--- src/rtl/cam_controller.sv ---
`default_nettype none
// ============================================================================
// Module   : cam_controller
// Purpose  : Command sequencer for a CAM_Wrapper datapath. Accepts single-beat
//            SEARCH / WRITE / INVALIDATE / CLEAR commands, drives the CAM
//            inputs for one cycle (or pulses the CAM reset for CLEAR), waits
//            out the CAM pipeline latency, masks the returned match vector with
//            a per-row valid bitmap and returns a priority-encoded response.
// Ports    : clk, rst (sync, active high)
//            cmd_valid/cmd_ready/cmd_op/cmd_row/cmd_data/cmd_mask - command in
//            rsp_valid/rsp_ready/rsp_hit/rsp_index/rsp_multi/rsp_err - response
//            cam_rst, cam_we_decoded_row_address, cam_search_word,
//            cam_dont_care_mask - registered drive to CAM_Wrapper
//            cam_decoded_match_address - match vector from CAM_Wrapper
// Options  : define CAM_CTRL_MULTIHIT_EN to build multiple-hit detection
//            (rsp_multi); otherwise rsp_multi is tied low.
// Revision : 1.0 - initial release
// ============================================================================
module cam_controller #(
  parameter int CAM_DEPTH   = 8,
  parameter int CAM_WIDTH   = 8,
  parameter int CAM_LATENCY = 2,
  parameter int ADDR_W      = $clog2(CAM_DEPTH)
) (
  input  logic                 clk,
  input  logic                 rst,
  input  logic                 cmd_valid,
  output logic                 cmd_ready,
  input  logic [1:0]           cmd_op,
  input  logic [ADDR_W-1:0]    cmd_row,
  input  logic [CAM_WIDTH-1:0] cmd_data,
  input  logic [CAM_WIDTH-1:0] cmd_mask,
  output logic                 rsp_valid,
  input  logic                 rsp_ready,
  output logic                 rsp_hit,
  output logic [ADDR_W-1:0]    rsp_index,
  output logic                 rsp_multi,
  output logic                 rsp_err,
  output logic                 cam_rst,
  output logic [CAM_DEPTH-1:0] cam_we_decoded_row_address,
  output logic [CAM_WIDTH-1:0] cam_search_word,
  output logic [CAM_WIDTH-1:0] cam_dont_care_mask,
  input  logic [CAM_DEPTH-1:0] cam_decoded_match_address
);

  localparam logic [1:0] OP_SEARCH = 2'b00;
  localparam logic [1:0] OP_WRITE  = 2'b01;
  localparam logic [1:0] OP_INVAL  = 2'b10;
  localparam logic [1:0] OP_CLEAR  = 2'b11;

  // Counter must hold CAM_LATENCY+1: CLEAR spends one extra cycle after the
  // CAM reset pulse so that every op has the same accept-to-response latency.
  localparam int                   CNT_W   = $clog2(CAM_LATENCY + 2);
  localparam logic [CNT_W-1:0]     CNT_ONE = CNT_W'(1);
  localparam logic [CNT_W-1:0]     CNT_TWO = CNT_W'(2);
  localparam logic [CAM_DEPTH-1:0] ROW0_OH = CAM_DEPTH'(1);
  localparam logic [31:0]          DEPTH32 = 32'(CAM_DEPTH);

  typedef enum logic [2:0] {
    IDLE  = 3'd0,
    ISSUE = 3'd1,
    WAIT  = 3'd2,
    RESP  = 3'd3,
    CLR   = 3'd4
  } state_t;

  state_t               state;
  state_t               state_nxt;
  logic [CNT_W-1:0]     cnt;
  logic [1:0]           op_q;
  logic                 err_q;
  logic [CAM_DEPTH-1:0] row_oh_q;
  logic [CAM_DEPTH-1:0] valid_bits;

  logic                 accept;
  logic                 row_ok;
  logic [CAM_DEPTH-1:0] row_oh;
  logic [CAM_DEPTH-1:0] masked;
  logic [ADDR_W-1:0]    enc_index;
  logic                 capture;

  assign accept  = cmd_valid && cmd_ready;
  assign row_ok  = ({{(32-ADDR_W){1'b0}}, cmd_row} < DEPTH32);
  // Out-of-range rows shift the single bit off the top, giving all zeros.
  assign row_oh  = ROW0_OH << cmd_row;
  // Rows that were never written or were invalidated may still hold stale
  // data inside the CAM, so only rows marked valid are allowed to hit.
  assign masked  = cam_decoded_match_address & valid_bits;
  assign capture = (state == WAIT) && (cnt == CNT_ONE);

  // Lowest set bit wins: scan from the top so the lowest index is written last.
  always_comb begin
    enc_index = '0;
    for (int i = CAM_DEPTH - 1; i >= 0; i--) begin
      if (masked[i]) enc_index = ADDR_W'(i);
    end
  end

  always_comb begin
    state_nxt = state;
    unique case (state)
      IDLE:    if (accept) state_nxt = (cmd_op == OP_CLEAR) ? CLR : ISSUE;
      ISSUE:   state_nxt = WAIT;
      WAIT:    if (cnt == CNT_ONE) state_nxt = RESP;
      CLR:     if (cnt == CNT_ONE) state_nxt = RESP;
      RESP:    if (rsp_ready) state_nxt = IDLE;
      default: state_nxt = IDLE;
    endcase
  end

  always_ff @(posedge clk) begin
    if (rst) begin
      state                      <= IDLE;
      cmd_ready                  <= 1'b0;
      cnt                        <= '0;
      op_q                       <= OP_SEARCH;
      err_q                      <= 1'b0;
      row_oh_q                   <= '0;
      valid_bits                 <= '0;
      rsp_valid                  <= 1'b0;
      rsp_hit                    <= 1'b0;
      rsp_index                  <= '0;
      rsp_err                    <= 1'b0;
      cam_rst                    <= 1'b1;
      cam_we_decoded_row_address <= '0;
      cam_search_word            <= '0;
      cam_dont_care_mask         <= '0;
    end else begin
      state                      <= state_nxt;
      cmd_ready                  <= (state_nxt == IDLE);
      rsp_valid                  <= (state_nxt == RESP);
      cam_we_decoded_row_address <= '0;
      cam_rst                    <= 1'b0;

      case (state)
        IDLE: begin
          if (accept) begin
            op_q     <= cmd_op;
            err_q    <= ((cmd_op == OP_WRITE) || (cmd_op == OP_INVAL)) && !row_ok;
            row_oh_q <= row_ok ? row_oh : '0;
            // CAM inputs are registered, so they are loaded here to be
            // present during the ISSUE cycle.
            if ((cmd_op == OP_SEARCH) || ((cmd_op == OP_WRITE) && row_ok)) begin
              cam_search_word    <= cmd_data;
              cam_dont_care_mask <= cmd_mask;
            end
            if ((cmd_op == OP_WRITE) && row_ok) begin
              cam_we_decoded_row_address <= row_oh;
            end
            if (cmd_op == OP_CLEAR) begin
              cnt     <= CNT_W'(CAM_LATENCY + 1);
              cam_rst <= 1'b1;
            end
          end
        end

        ISSUE: begin
          cnt <= CNT_W'(CAM_LATENCY);
          if (!err_q) begin
            if (op_q == OP_WRITE) valid_bits <= valid_bits | row_oh_q;
            if (op_q == OP_INVAL) valid_bits <= valid_bits & ~row_oh_q;
          end
        end

        WAIT: begin
          cnt <= cnt - CNT_ONE;
          if (capture) begin
            rsp_hit   <= (op_q == OP_SEARCH) && (|masked);
            rsp_index <= (op_q == OP_SEARCH) ? enc_index : '0;
            rsp_err   <= err_q;
          end
        end

        CLR: begin
          cnt        <= cnt - CNT_ONE;
          valid_bits <= '0;
          // Keeps the CAM reset high for the first CAM_LATENCY CLR cycles.
          cam_rst    <= (cnt > CNT_TWO);
          if (cnt == CNT_ONE) begin
            rsp_hit   <= 1'b0;
            rsp_index <= '0;
            rsp_err   <= 1'b0;
          end
        end

        RESP: begin
        end

        default: begin
        end
      endcase
    end
  end

`ifdef CAM_CTRL_MULTIHIT_EN
  logic many_hits;

  // Clearing the lowest set bit leaves something only if two or more are set.
  assign many_hits = |(masked & (masked - ROW0_OH));

  always_ff @(posedge clk) begin
    if (rst) begin
      rsp_multi <= 1'b0;
    end else if (capture) begin
      rsp_multi <= (op_q == OP_SEARCH) && many_hits;
    end else if ((state == CLR) && (cnt == CNT_ONE)) begin
      rsp_multi <= 1'b0;
    end
  end
`else
  assign rsp_multi = 1'b0;
`endif

endmodule
`default_nettype wire

--- config.mk ---
export PLATFORM = sky130hd
export DESIGN_NAME = cam_controller
export DESIGN_NICKNAME = d
export VERILOG_FILES = /design/src/rtl/cam_controller.sv
export SDC_FILE = /design/constraint.sdc
export NUM_CORES = 1
export LEC_CHECK = 0
export ABC_AREA = 1
export BUFFER_PORTS_ARGS = -buffer_cell sky130_fd_sc_hd__buf_4
export CORE_MARGIN = 5
export CORE_UTILIZATION = 46
export DETAILED_ROUTE_END_ITERATION = 10
export PLACE_DENSITY = 0.75
export SYNTH_ARGS = -nofsm -noshare
export SYNTH_HDL_FRONTEND = slang
export SYNTH_SLANG_ARGS = --single-unit
--- constraint.sdc ---
create_clock -name clk -period 1.25 [get_ports clk]
set_input_delay 0.0625 -clock clk [delete_from_list [all_inputs] [get_ports clk]]
set_output_delay 0.0625 -clock clk [all_outputs]
set_load 0.02 [all_outputs]
==> results.cfg, run 1 <==
[routing]
drt-met1-wl_um = 2317
top_layer_used = met4
drt_wl_total_um = 5575
ant_nets = 0
vias = 2134
drt_iter0_drc = 101
wire_per_inst_um = 12.82
route.met2.wl_um = 2759
drtPass1Iterations = 5
met3_length_um = 473
vias_per_cell = 4.906
drc = 0

[synth]
syn_avg_cell_area_um2 = 7.936
yosysWarnings = 0
synth.area.mux_share = 0
ys_ff_latch = 54
synth-xor-area-share = 0
syn_area_um2 = 2246
async_flop_share = 0
synthSimpleGateAreaFrac = 0.2797
synth_compound_area_frac = 0.1365
synthFlopType = dfxtp_1
synth_fa_ha_area_frac = 0.02228
netlist_instances = 283
synth_top_family_by_area = simple AND/OR/NAND/NOR gates
ys_seq_area_frac = 0.4813
synth_edf_count = 0
synth_cell_type_count = 30

[sta]
fin_crit_ns = 1.326
slew_violations = 0
final_hold_viol_count = 4
fmax_mhz = 754.2
final.setup.worst_slack_ns = -0.07590
fin_crit_sh = 1.061
holdWs_ns = -0.005127
setup_viol = 22
finalClockSkew_ns = 0.005201
grt_setup_unrepaired = true

[worst_setup_path]
crit_path_max_incr_delay_ns = 0.36
endpoint = valid_bits[2]
r2r_start = op_q[0]
r2r-end = valid_bits[2]
crit_top_cell = inv_2
crit_arrival_ns = 1.55
path_max_fanout = 8
worstRegToRegCells = 6
critical_path.startpoint = op_q[0]
r2r_slack_ns = -0.08
path_cells = inv_2, ha_4, inv_2, o21ai_4, a21oi_1, nor3_1
crit_path_start_kind = flip-flop
cp-end-kind = flip-flop
crit_type = flip-flop to flip-flop
cp.required_ns = 1.47
crit_cells = 6
crit_slowest_cell = dfxtp_2
crit_family = compound AO/OA/AOI/OAI gates
crit_buf_inv = 2

[finish]
syn_to_final_growth_pct = 41.78
finish.cell_count_without_fillers = 435
drive_gt1_frac = 0.3886
n_antenna_cell = 0
layout_commonest_cell = buf_4
multiInputGateArea_um2 = 1107
nFillCells = 399
ff_latch_area_um2 = 1092
stdcell_area_um2 = 3184
nets = 404
final_cell_mix = buf_4, nor2_1, dfxtp_1

[placed_design]
dpl_worst_slack_ns = -0.06252
place.gp.congestion = 0.8615
place_area_um2 = 2873
dp_cells = 416
io_buffers = 63
dpl.hpwl_um = 3898

[die]
row_count = 25
fp.dieH_um = 79.88
die_area_um2 = 6380
core_um2 = 4723
ios = 66
dieWidth_um = 79.88
start_util = 0.4755

[global_routing]
grt_pass1_vias = 2079
grt_pass1_wl_um = 9266
track_usage = 0.1821
grt_max_degree = 17
antenna_found_initial = 0
grt-ovfl-total = 0

[clock_tree]
clockBufferDepth = 2
clock-sinks = 54
cts_buffers = 5
cts-htree-levels = 2
cts_tree = yes
cts-root-buf = clkbuf_8
clkLatencyLatePin_ns = 0.30
path_clk_slew_ns = 0.09

[power_and_ir_drop]
p_leak_nw = 1.411
power_density_nw_per_um2 = 1158
ir_drop_uv = 845.5

[run_status]
status = complete, but fails checks
violations = negative hold slack, negative setup slack

[run]
max_cap_viol_count = 0

[worst_hold_path]
hp-class = primary input to flip-flop
## power breakdown
part	switching (mW)	total, mW	internal, mW
Sequential	0.0681	1.89	1.83
Combinational	0.436	0.800	0.365
Clock	0.544	0.992	0.448
Total	1.05	3.69	2.64
## cell type report
cell class,instances,area share
Sequential cell,54,0.3430
Tap cell,67,0.02633
Timing Repair Buffer,88,0.2193
Clock buffer,7,0.02711
Multi-Input combinational cell,189,0.3477
Clock inverter,1,0.001572
Inverter,29,0.03497
## metrics by stage
stage / util / hold slack, ns / power, mW / TNS [ns]
3_5_place_dp: 0.6082 / 0.3178 / 2.605 / -1.014
6_report: 0.6742 / -0.005127 / 3.687 / -0.7523
3_3_place_gp: 0.6082 / 0.3116 / 2.586 / -0.1745
4_1_cts: 0.6495 / 0.005379 / 3.633 / -0.1981
5_1_grt: 0.6742 / 0.01038 / 3.873 / -4.780
2_1_floorplan: - / 0.2098 / 2.311 / 0
## cell families (layout without fill, tap and decap cells)
| kind of cell | Yosys count | in the layout |
|---|---|---|
| buffers and inverters | 41 | 125 |
| flip-flops | 54 | 54 |
| AND/OR/NAND/NOR | 129 | 129 |
| AO/OA/AOI/OAI | 54 | 54 |
| other | 1 | 2 |
| adder cells (fa/ha/maj) | 4 | 4 |
## how the worst min path moves through the flow
stage	cells after the start	end	from
finish	3	cam_search_word[3]	cmd_data[3]
global route	3	cam_search_word[6]	cmd_data[6]
CTS	2	cam_we_decoded_row_address[2]	cmd_row[2]
detailed placement	3	cam_dont_care_mask[5]	cmd_mask[5]
global placement	3	cam_search_word[0]	cmd_data[0]
floorplan	2	op_q[0]	cmd_op[0]
## tightest hold or removal path: stages
cell     delay, ns
buf_4         0.07
o21ai_1       0.06
nor2_1        0.07
## Yosys cell counts (2+ instances only)
| cell type | n | area share |
|---|---|---|
| clkbuf_1 | 5 | 0.0084 |
| nand2_2 | 2 | 0.0056 |
| nand3_1 | 7 | 0.016 |
| ha_1 | 4 | 0.022 |
| nor3_1 | 11 | 0.025 |
| nand2_1 | 35 | 0.058 |
| nor2_4 | 2 | 0.010 |
| buf_2 | 3 | 0.0067 |
| a31oi_1 | 6 | 0.017 |
| o21ai_0 | 22 | 0.049 |
| buf_4 | 2 | 0.0067 |
| nand4_1 | 4 | 0.011 |
| a21oi_1 | 17 | 0.038 |
| a211oi_1 | 6 | 0.020 |
| nor4_2 | 7 | 0.039 |
| nor2_1 | 57 | 0.095 |
| inv_1 | 27 | 0.045 |
| dfxtp_1 | 54 | 0.48 |
## per-layer routing
layer,vias to the layer above,track usage
met1,971,0.2264
met2,67,0.3038
met4,0,0.04561
met3,4,0.05982
li1,1092,-
met5,-,0
## registers in the layout, summed over array words and instances, names as in the netlist, 2 cells and up
| signal | count |
|---|---|
| valid_bits | 8 |
| state | 3 |
| cnt | 2 |
| row_oh_q | 8 |
| cam_search_word | 8 |
| rsp_index | 3 |
| cam_dont_care_mask | 8 |
| op_q | 2 |
| cam_we_decoded_row_address | 8 |
## timing repair
action,4_1_cts,5_1_grt
pin swaps,3,6
endpoints found under the hold margin,2,0
hold buffers,2,0
gates resized for setup,18,35
buffers inserted,5,3
cloned,0,1
endpoints found under the setup margin,34,50
(Power assumes the default switching activity.)
==> run 2: changes to the inputs <==
- ABC_AREA: 1 -> unset
- RECOVER_POWER: unset -> 100
==> run 2 against run 1 <==
Against the previous run:
- the flow finishes with violations (negative setup slack)
- clock skew increased by 0.0061 ns
- setup slack worse by 0.20 ns
- cell area rose by 14%
- count of clock-buffer cells in the layout is 2 lower
- non-clock buffer count grew 30
- synthesized cell count is 7.1% lower
- critical path type unchanged
==> results.cfg, run 2 <==
[placed_design]
place_area_um2 = 2990
dpl.hpwl_um = 3914
dp_cells = 399
io_buffers = 63
place.gp.congestion = 0.8431

[die]
row_count = 25
die_area_um2 = 6504
dieWidth_um = 80.65
ios = 66
start_util = 0.4797
core_um2 = 4786
fp.dieH_um = 80.65

[clock_tree]
path_clk_slew_ns = 0.11
clkLatencyLatePin_ns = 0.32
cts-htree-levels = 2
cts_buffers = 5
clockBufferDepth = 2
cts-root-buf = clkbuf_8
cts_tree = yes
clock-sinks = 54

[synth]
ys_ff_latch = 54
ys_seq_area_frac = 0.4708
synth_top_area_frac = 0.4708
netlist_instances = 263
synthTopCellsByArea = dfxtp_1, nand2_1, a21oi_1
syn_area_um2 = 2296
synth_most_common_cell = dfxtp_1
synth_edf_count = 0
synthFlopType = dfxtp_1
async_flop_share = 0
synth_cell_type_count = 50
syn_avg_cell_area_um2 = 8.730
yosysWarnings = 0
yosys.area.top_type = dfxtp_1
synth_commonest_cells = dfxtp_1, nand2_1, a21oi_1

[global_routing]
grt-ovfl-total = 0
grt_pass1_vias = 2279
met1_usage = 0.2145
grt_max_degree = 29
grt_use_met3 = 0.06839
grt_pass1_wl_um = 10050
track_usage = 0.1968
antenna_found_initial = 0
busiest_layer = met2
use_met2 = 0.3584

[run]
max_cap_viol_count = 0

[worst_setup_path]
crit_top_cell = or3_4
path_max_fanout = 8
path_cells = or3_4, or3_4, buf_6, nand2_1, a21oi_2
r2r_slack_ns = -0.27
crit_slowest_cell = or3_4
cp.required_ns = 1.46
crit_path_start_kind = flip-flop
crit_type = flip-flop to flip-flop
critical_path.startpoint = state[2]
r2r_start = state[2]
crit_arrival_ns = 1.74
cp-end-kind = flip-flop
crit_path_max_incr_delay_ns = 0.41

[sta]
finalClockSkew_ns = 0.01130
setup_viol = 51
slew_violations = 0
fmax_mhz = 655.8
final_hold_viol_count = 0
final.setup.worst_slack_ns = -0.2748
fin_crit_ns = 1.525
grt_setup_unrepaired = true
fin_crit_sh = 1.220

[power_and_ir_drop]
power_density_nw_per_um2 = 1076
p_leak_nw = 1.368
ir_drop_uv = 818.5

[finish]
nets = 406
multiInputGateArea_um2 = 1406
final_cell_mix = buf_4, dfxtp_1, nand2_1
syn_to_final_growth_pct = 57.82
n_antenna_cell = 0
nFillCells = 340
ff_latch_area_um2 = 1090
layout_commonest_cell = buf_4
stdcell_area_um2 = 3623
drive_gt1_frac = 0.4081
finish.cell_count_without_fillers = 437

[routing]
drt_iter0_drc = 82
drt_wl_total_um = 6621
drc = 0
wire_per_inst_um = 15.15
drtPass1Iterations = 4
vias = 2296
ant_nets = 0
vias_per_cell = 5.254

[worst_hold_path]
hp-class = primary input to flip-flop
hold_start = cmd_mask[0]

[run_status]
violations = negative setup slack
status = complete, but fails checks
==> run 2: cell types whose count changed after synthesis, sizes merged, moves of 6 or more <==
cell	delta
nor2	-50
a21oi	+21
nand2	+14
o21ai	-18
or3	+6
inv	-25
==> run 2: path summary, 6_finish.rpt <==
kind | endpoint | cells past startpoint
worst max-delay path | cam_search_word[6] | 5
worst min-delay path | cam_dont_care_mask[0] | 3
worst max register to register | cam_search_word[6] | 5
worst min register to register | cam_search_word[7] | 2
==> run 2: what timing repair did <==
| item | in CTS | in global routing |
|---|---|---|
| setup buffers | 10 | 6 |
| hold buffers | 13 | 3 |
| resized for setup | 39 | 51 |
| hold endpoints to repair | 13 | 3 |
| gates cloned | 1 | 1 |
| setup endpoints to repair | 51 | 54 |
| pin swaps | 34 | 23 |
==> run 2: kinds of logic after synthesis <==
| kind of cell | after synthesis | share of synthesized area |
|---|---|---|
| other cells | 1 | 0.001633 |
| simple gates | 106 | 0.2491 |
| fa+ha+maj | 4 | 0.02180 |
| xor+xnor | 2 | 0.007631 |
| flops | 54 | 0.4708 |
| compound gates | 72 | 0.1978 |
| buf+inv | 24 | 0.05122 |
==> run 2: per-layer routing <==
layer	up-vias	part of all wire
li1	1136	-
met1	1085	0.41
met2	66	0.51
met3	9	0.071
met4	0	0.013
met5	-	0
==> run 2: where the power goes <==
group	total, mW	leakage [nW]	switching, mW	internal, mW
sequential	1.82	0.440	0.0431	1.78
clock	1.24	0.0563	0.630	0.611
combinational	0.835	0.872	0.410	0.425
total	3.90	1.37	1.08	2.82
==> run 2: metrics by stage <==
| stage | util | power [mW] | setup WS [ns] | hold WS, ns | setup TNS [ns] |
|---|---|---|---|---|---|
| 5_1_grt | 0.7571 | 4.061 | -0.3465 | 0.01326 | -12.38 |
| 3_3_place_gp | 0.6248 | 2.433 | -0.2171 | 0.3086 | -6.524 |
| 6_report | 0.7571 | 3.899 | -0.2748 | 0.003058 | -9.286 |
| 3_5_place_dp | 0.6248 | 2.442 | -0.2530 | 0.3050 | -7.416 |
| 4_1_cts | 0.7247 | 3.791 | -0.2421 | 0.001245 | -6.442 |
| 2_1_floorplan | - | 2.187 | -0.2722 | 0.1985 | -7.068 |
==> run 2: layout make-up <==
class / count / area share
well taps: 67 / 0.02314
flip-flops and latches: 54 / 0.3008
inverters: 4 / 0.004144
clock inverters: 3 / 0.01347
clock buffers: 5 / 0.01899
multi-input cells: 186 / 0.3881
repair buffers: 118 / 0.2514
==> run 2: worst max-delay path, delay by kind of cell (launching register included) <==
family / cells / cell delay, ns
buf+inv: 1 / 0.15
simple gates: 3 / 0.87
flops: 1 / 0.34
compound gates: 1 / 0.06
